==> src/rtl/mem_bus_loader_pkg.sv <==
// Shared constants for the byte-serial memory bus loader: command/response
// codes and the legacy-compatible FSM state encoding.
package mem_bus_loader_pkg;

    localparam logic [7:0] CMD_WRITE = 8'h57;
    localparam logic [7:0] CMD_READ  = 8'h52;
    localparam logic [7:0] RSP_ACK   = 8'h06;
    localparam logic [7:0] RSP_NAK   = 8'h15;

    localparam logic [2:0] ST_IDLE = 3'd0;
    localparam logic [2:0] ST_ADDR = 3'd1;
    localparam logic [2:0] ST_DATA = 3'd2;
    localparam logic [2:0] ST_BUS  = 3'd3;
    localparam logic [2:0] ST_RESP = 3'd4;

endpackage

==> src/rtl/mem_bus_loader_timeout.sv <==
// Bus wait watchdog for mem_bus_loader; only compiled when
// MEM_BUS_LOADER_TIMEOUT_EN is defined.
`ifdef MEM_BUS_LOADER_TIMEOUT_EN
module bus_timeout_counter #(
    parameter int LIMIT = 255
) (
    input  logic mem_clk,
    input  logic rst_n,
    input  logic clear,
    input  logic enable,
    output logic expired
);

    localparam int W = $clog2(LIMIT + 1);

    logic [W-1:0] count;

    // Fires during the LIMIT-th enabled cycle so the owner can leave on that edge.
    assign expired = enable && (count == W'(LIMIT - 1));

    always_ff @(posedge mem_clk or negedge rst_n) begin
        if (!rst_n) begin
            count <= '0;
        end else if (clear) begin
            count <= '0;
        end else if (enable && !expired) begin
            count <= count + 1'b1;
        end
    end

endmodule
`endif

==> src/rtl/mem_bus_loader.sv <==
// Byte-stream command loader: 'W' addr[4] data[4] / 'R' addr[4] drives one
// memory bus transfer and answers on tx. Optional bus watchdog: MEM_BUS_LOADER_TIMEOUT_EN.
module mem_bus_loader
    import mem_bus_loader_pkg::*;
#(
    parameter int TIMEOUT_CYCLES = 255
) (
    input  logic        mem_clk,
    input  logic        rst_n,
    input  logic        rx_valid,
    input  logic [7:0]  rx_data,
    output logic        rx_ready,
    output logic        tx_valid,
    output logic [7:0]  tx_data,
    input  logic        tx_ready,
    output logic        mem_valid,
    output logic [31:0] mem_addr,
    output logic [31:0] mem_wdata,
    output logic [3:0]  mem_wstrb,
    input  logic        mem_ready,
    input  logic [31:0] mem_rdata,
    output logic        busy
);

    logic [2:0]  state;
    logic [1:0]  byte_cnt;
    logic        is_write;
    logic [31:0] resp_sr;
    logic        rx_fire;
    logic        tx_fire;
    logic        bus_abort;

    // NOTE: handshake outputs decode the state register directly, so an async
    // reset drops mem_valid at once and mem_ready may depend on mem_valid combinationally.
    assign mem_valid = (state == ST_BUS);
    assign rx_ready  = (state == ST_IDLE) || (state == ST_ADDR) || (state == ST_DATA);
    assign tx_valid  = (state == ST_RESP);
    assign busy      = (state != ST_IDLE);
    assign mem_wstrb = (mem_valid && is_write) ? 4'hF : 4'h0;
    assign tx_data   = resp_sr[31:24];

    assign rx_fire = rx_valid && rx_ready;
    assign tx_fire = tx_valid && tx_ready;

`ifdef MEM_BUS_LOADER_TIMEOUT_EN
    bus_timeout_counter #(
        .LIMIT (TIMEOUT_CYCLES)
    ) u_bus_timeout_counter (
        .mem_clk (mem_clk),
        .rst_n   (rst_n),
        .clear   (!mem_valid),
        .enable  (mem_valid),
        .expired (bus_abort)
    );
`else
    assign bus_abort = 1'b0;
`endif

    // byte_cnt counts received bytes in ADDR/DATA and remaining bytes minus one in RESP.
    // NOTE: sequential state uses non-blocking assignments only.
    always_ff @(posedge mem_clk or negedge rst_n) begin
        if (!rst_n) begin
            state     <= ST_IDLE;
            byte_cnt  <= 2'd0;
            is_write  <= 1'b0;
            mem_addr  <= 32'h0;
            mem_wdata <= 32'h0;
            resp_sr   <= 32'h0;
        end else begin
            case (state)
                ST_IDLE: begin
                    if (rx_fire) begin
                        byte_cnt <= 2'd0;
                        if (rx_data == CMD_WRITE || rx_data == CMD_READ) begin
                            is_write <= (rx_data == CMD_WRITE);
                            state    <= ST_ADDR;
                        end else begin
                            resp_sr <= {RSP_NAK, 24'h0};
                            state   <= ST_RESP;
                        end
                    end
                end
                ST_ADDR: begin
                    if (rx_fire) begin
                        mem_addr <= {mem_addr[23:0], rx_data};
                        byte_cnt <= byte_cnt + 2'd1;
                        if (byte_cnt == 2'd3) begin
                            state <= is_write ? ST_DATA : ST_BUS;
                        end
                    end
                end
                ST_DATA: begin
                    if (rx_fire) begin
                        mem_wdata <= {mem_wdata[23:0], rx_data};
                        byte_cnt  <= byte_cnt + 2'd1;
                        if (byte_cnt == 2'd3) begin
                            state <= ST_BUS;
                        end
                    end
                end
                ST_BUS: begin
                    if (mem_ready) begin
                        resp_sr  <= is_write ? {RSP_ACK, 24'h0} : mem_rdata;
                        byte_cnt <= is_write ? 2'd0 : 2'd3;
                        state    <= ST_RESP;
                    end else if (bus_abort) begin
                        resp_sr  <= {RSP_NAK, 24'h0};
                        byte_cnt <= 2'd0;
                        state    <= ST_RESP;
                    end
                end
                ST_RESP: begin
                    if (tx_fire) begin
                        if (byte_cnt == 2'd0) begin
                            state <= ST_IDLE;
                        end else begin
                            resp_sr  <= {resp_sr[23:0], 8'h00};
                            byte_cnt <= byte_cnt - 2'd1;
                        end
                    end
                end
                default: state <= ST_IDLE;
            endcase
        end
    end

endmodule

==> config.mk <==
export PLATFORM = sky130hd
export DESIGN_NAME = mem_bus_loader
export DESIGN_NICKNAME = d
export VERILOG_FILES = /design/src/rtl/mem_bus_loader_pkg.sv /design/src/rtl/mem_bus_loader_timeout.sv /design/src/rtl/mem_bus_loader.sv
export SDC_FILE = /design/constraint.sdc
export NUM_CORES = 1
export LEC_CHECK = 0
export ABC_AREA = 1
export CAP_MARGIN = 15
export CELL_PAD_IN_SITES_DETAIL_PLACEMENT = 1
export CELL_PAD_IN_SITES_GLOBAL_PLACEMENT = 1
export CORE_AREA = 2 2 129 106
export CTS_BUF_LIST = sky130_fd_sc_hd__clkbuf_2
export DETAILED_ROUTE_END_ITERATION = 7
export DIE_AREA = 0 0 131 108
export GPL_TIMING_DRIVEN = 0
export PLACE_DENSITY_LB_ADDON = 0.25
export SYNTH_ARGS = -nofsm -noshare
export SYNTH_HDL_FRONTEND = slang
export SYNTH_SLANG_ARGS = --single-unit
==> constraint.sdc <==
create_clock -name mem_clk -period 1.9 [get_ports mem_clk]
set_input_delay 0.38 -clock mem_clk [delete_from_list [all_inputs] [get_ports mem_clk]]
set_output_delay 0.38 -clock mem_clk [all_outputs]
set_load 0.1 [all_outputs]
==> impl_results.md <==
* Outcome: finished, violations left
* Violations in the final reports: setup timing
* FP Rows at 37
* Starting Density at a little under two fifths
* Total grt overflow at 0
* Post-Syn Nets at about 580
* Max frequency at ~430 MHz
* Detail-routed via count per cell at approximately 4.9
* GRT busiest layer: met2
* Met1 Use GR at between 20% and 30%
* Layout area overhead at 40.9%
* Inst Count DP at roughly 830
* Worst setup margin at -0.438 ns
* Max Root-Sink Buffers at 2
* Die W at about 130 µm
* Via count at 4325
* H-tree Lvls at 3
* Cell chain of the critical path: buf_6, nor2_4, inv_6, nor2_4, buf_12, buf_16
* Clk_lat worst skew at 0.61 ns
* Commonest cells after routing, fill and taps aside: nand2_1 (170), dfrtp_1 (100), buf_4 (72)
* Clk root buf: clkbuf_2
* LEAKAGE at roughly 3.5 nW
* DRT iter0 DRCs at roughly 260
* CP arrival at just under 2 ns
* NumNets Final at between 700 and 800
* Die ar. at 0.0141 mm²
* Buffers on Ports at about 120
* Final Hold Fails at 0
* Peak VDD IR at between 0.7 and 0.8 mV
* Pre-antenna DRT Iters at 4
* CORE AREA at 0.0127 mm²
* I/O pins at between 100 and 150
* Most common cell on crit path: nor2_4
* GPL Wtd Cong at 0.824
* Fin cells at around 880
* Relative slew slack at 53.5%
* Slew Viols, Final at 0
* GRT Total Usage at between 20% and 30%
* Clock Skews at between 0.02 and 0.025 ns
* Residual DRC at 0
* Hold crit path type: primary input to async pin
* Slowest cell on crit path: dfrtp_1
* Pin count of the biggest net entering global routing at 54
* CP peak stage delay at around 0.46 ns
* Die height at approximately 110 µm
* Final period utilization at 123%
* Mapped Cells at 531
* Layout cells sized above 1 at between 30% and 40%
* RSZ-0062 raised after global routing: true
* Total clock sinks at about 100
* Yosys cell types at 21
* First-pass GRT wire length at 23.3 mm
* Clk slew on worst S/H paths at 0.29 ns
* Setup CP Type: flop to output pin
* Met3 usage at ~3.8%
* GR Util met2 at between 30% and 40%
* Yosys warns at 0
* Num CTS Buffers at 9
* TritonCTS clock tree: done
* P per Cell Area at between 1000 and 1500 mW/mm²
* Syn Std Cell Area at about 0.0047 mm²
* Worst slew pin tran at roughly 0.7 ns
* Average wire per standard cell at ~17 µm
* Commonest non-fill, non-tap cell in the layout: nand2_1
* Final wirelength at about 15 mm
* Yosys reg bits at just over 100
* Antenna violations before repair at 1
* Post-synthesis sequential area ratio at between 50 and 60%
* Final hold slack at between 0.3 and 0.4 ns
* Via count of the first global-routing pass at between 4000 and 5000
* Tmin final at between 2 and 2.5 ns
* Endpoints failing setup at 8
* Worst path required time at between 1.5 and 2 ns
* Maxcap violations at 0
* Mean Syn Cell Area at around 8.8 µm²
* CP startpoint kind: flop
* CP endpoint kind: output pin
* Max FO, Critical Path at 4
* Number of routed nets with antenna violations at 0
* Dpl hpwl at between 10 and 15 mm
==> worst paths after layout <==
kind | from | depth (start not counted) | endpoint | slack, ns
setup / recovery | state[2] | 6 | mem_wstrb[1] | -0.44
hold / removal | rst_n | 2 | mem_wdata[14] | 0.31
setup reg to reg | state[0] | 11 | resp_sr[3] | 0.05
hold reg to reg | resp_sr[11] | 2 | resp_sr[11] | 0.51
max in group asynchronous | rst_n | 3 | state[0] | 0.89
min in group mem_clk | rx_data[7] | 3 | mem_wdata[7] | 0.38
==> worst max-delay path: cells and delay by family, from the launching register on <==
kind          cells  cell delay [ns]
simple gates      2             0.39
buf+inv           4             0.51
flops             1             0.46
==> through the flow <==
stage	instance area, µm²	util (%)	TNS [ns]	worst slack, ns	total power [W]
floorplan	4750	-	-0.819	-0.270	0.00580
global placement	6210	48.8	-354.56	-3.36	0.00690
detailed placement	6240	49.0	-15.96	-1.09	0.00699
CTS	6310	49.6	-2.72	-0.460	0.00818
global route	6610	51.9	-3.94	-0.534	0.00890
finish	6610	51.9	-2.74	-0.438	0.00852
==> repair_timing <==
action	in CTS	in global routing
gates resized for setup	501	70
endpoints found under the setup margin	113	86
buffers inserted	11	14
hold endpoints to repair	52	0
hold buffers	1	0
pin swaps	5	7
cloned	0	2
==> metal layers <==
layer | up-vias | share of wire (%) | wire [µm]
met3 | 25 | 5.3 | 804
met4 | 0 | 1.6 | 242
met5 | - | 0 | 0
met2 | 124 | 48 | 7260
li1 | 2047 | - | -
met1 | 2129 | 45 | 6740
==> power by group <==
part / switching, W / internal [W]
registers: 0.000258 / 0.00246
logic: 0.00347 / 0.00135
clock network: 0.000792 / 0.000188
total: 0.00452 / 0.00400
==> Yosys cell counts, drive strengths merged <==
library cell | count | share of area, %
nor3 | 1 | 0.11
o21ai | 30 | 3.2
clkinv | 1 | 0.080
buf | 29 | 3.9
clkbuf | 13 | 1.0
nand3 | 36 | 4.2
a21oi | 9 | 0.96
mux2 | 30 | 7.2
nand4 | 34 | 4.5
nand3b | 3 | 0.48
nand2 | 178 | 14
dfrtp | 102 | 54
a22oi | 1 | 0.16
xnor2 | 1 | 0.19
inv | 31 | 2.5
nor2 | 32 | 2.9
==> logic make-up (layout without fill, tap and decap cells) <==
kind of cell / after synthesis / after routing / share of synthesized area, %
buf+inv: 74 / 242 / 7.49
other cells: 0 / 1 / 0
simple gates: 284 / 284 / 26.4
mux: 30 / 30 / 7.20
xor+xnor: 1 / 1 / 0.187
compound gates: 40 / 40 / 4.32
flops: 102 / 102 / 54.4
==> cell type report <==
cell class                      count  area, µm²
Sequential cell                   102       2550
Clock inverter                      7       56.3
Multi-Input combinational cell    355       1870
Fill cell                        1464       6120
Inverter                           32        131
Buffer                             41        335
Antenna cell                        1       2.50
Timing Repair Buffer              153       1400
Clock buffer                        9       45.0
Tap cell                          175        219
==> flip-flops by register name, summed over array words and instances, names as in the netlist <==
register,flops
mem_wdata,32
is_write,1
byte_cnt,2
resp_sr,32
state,3
mem_addr,32
Note: power is estimated with default switching activity, not from simulation.
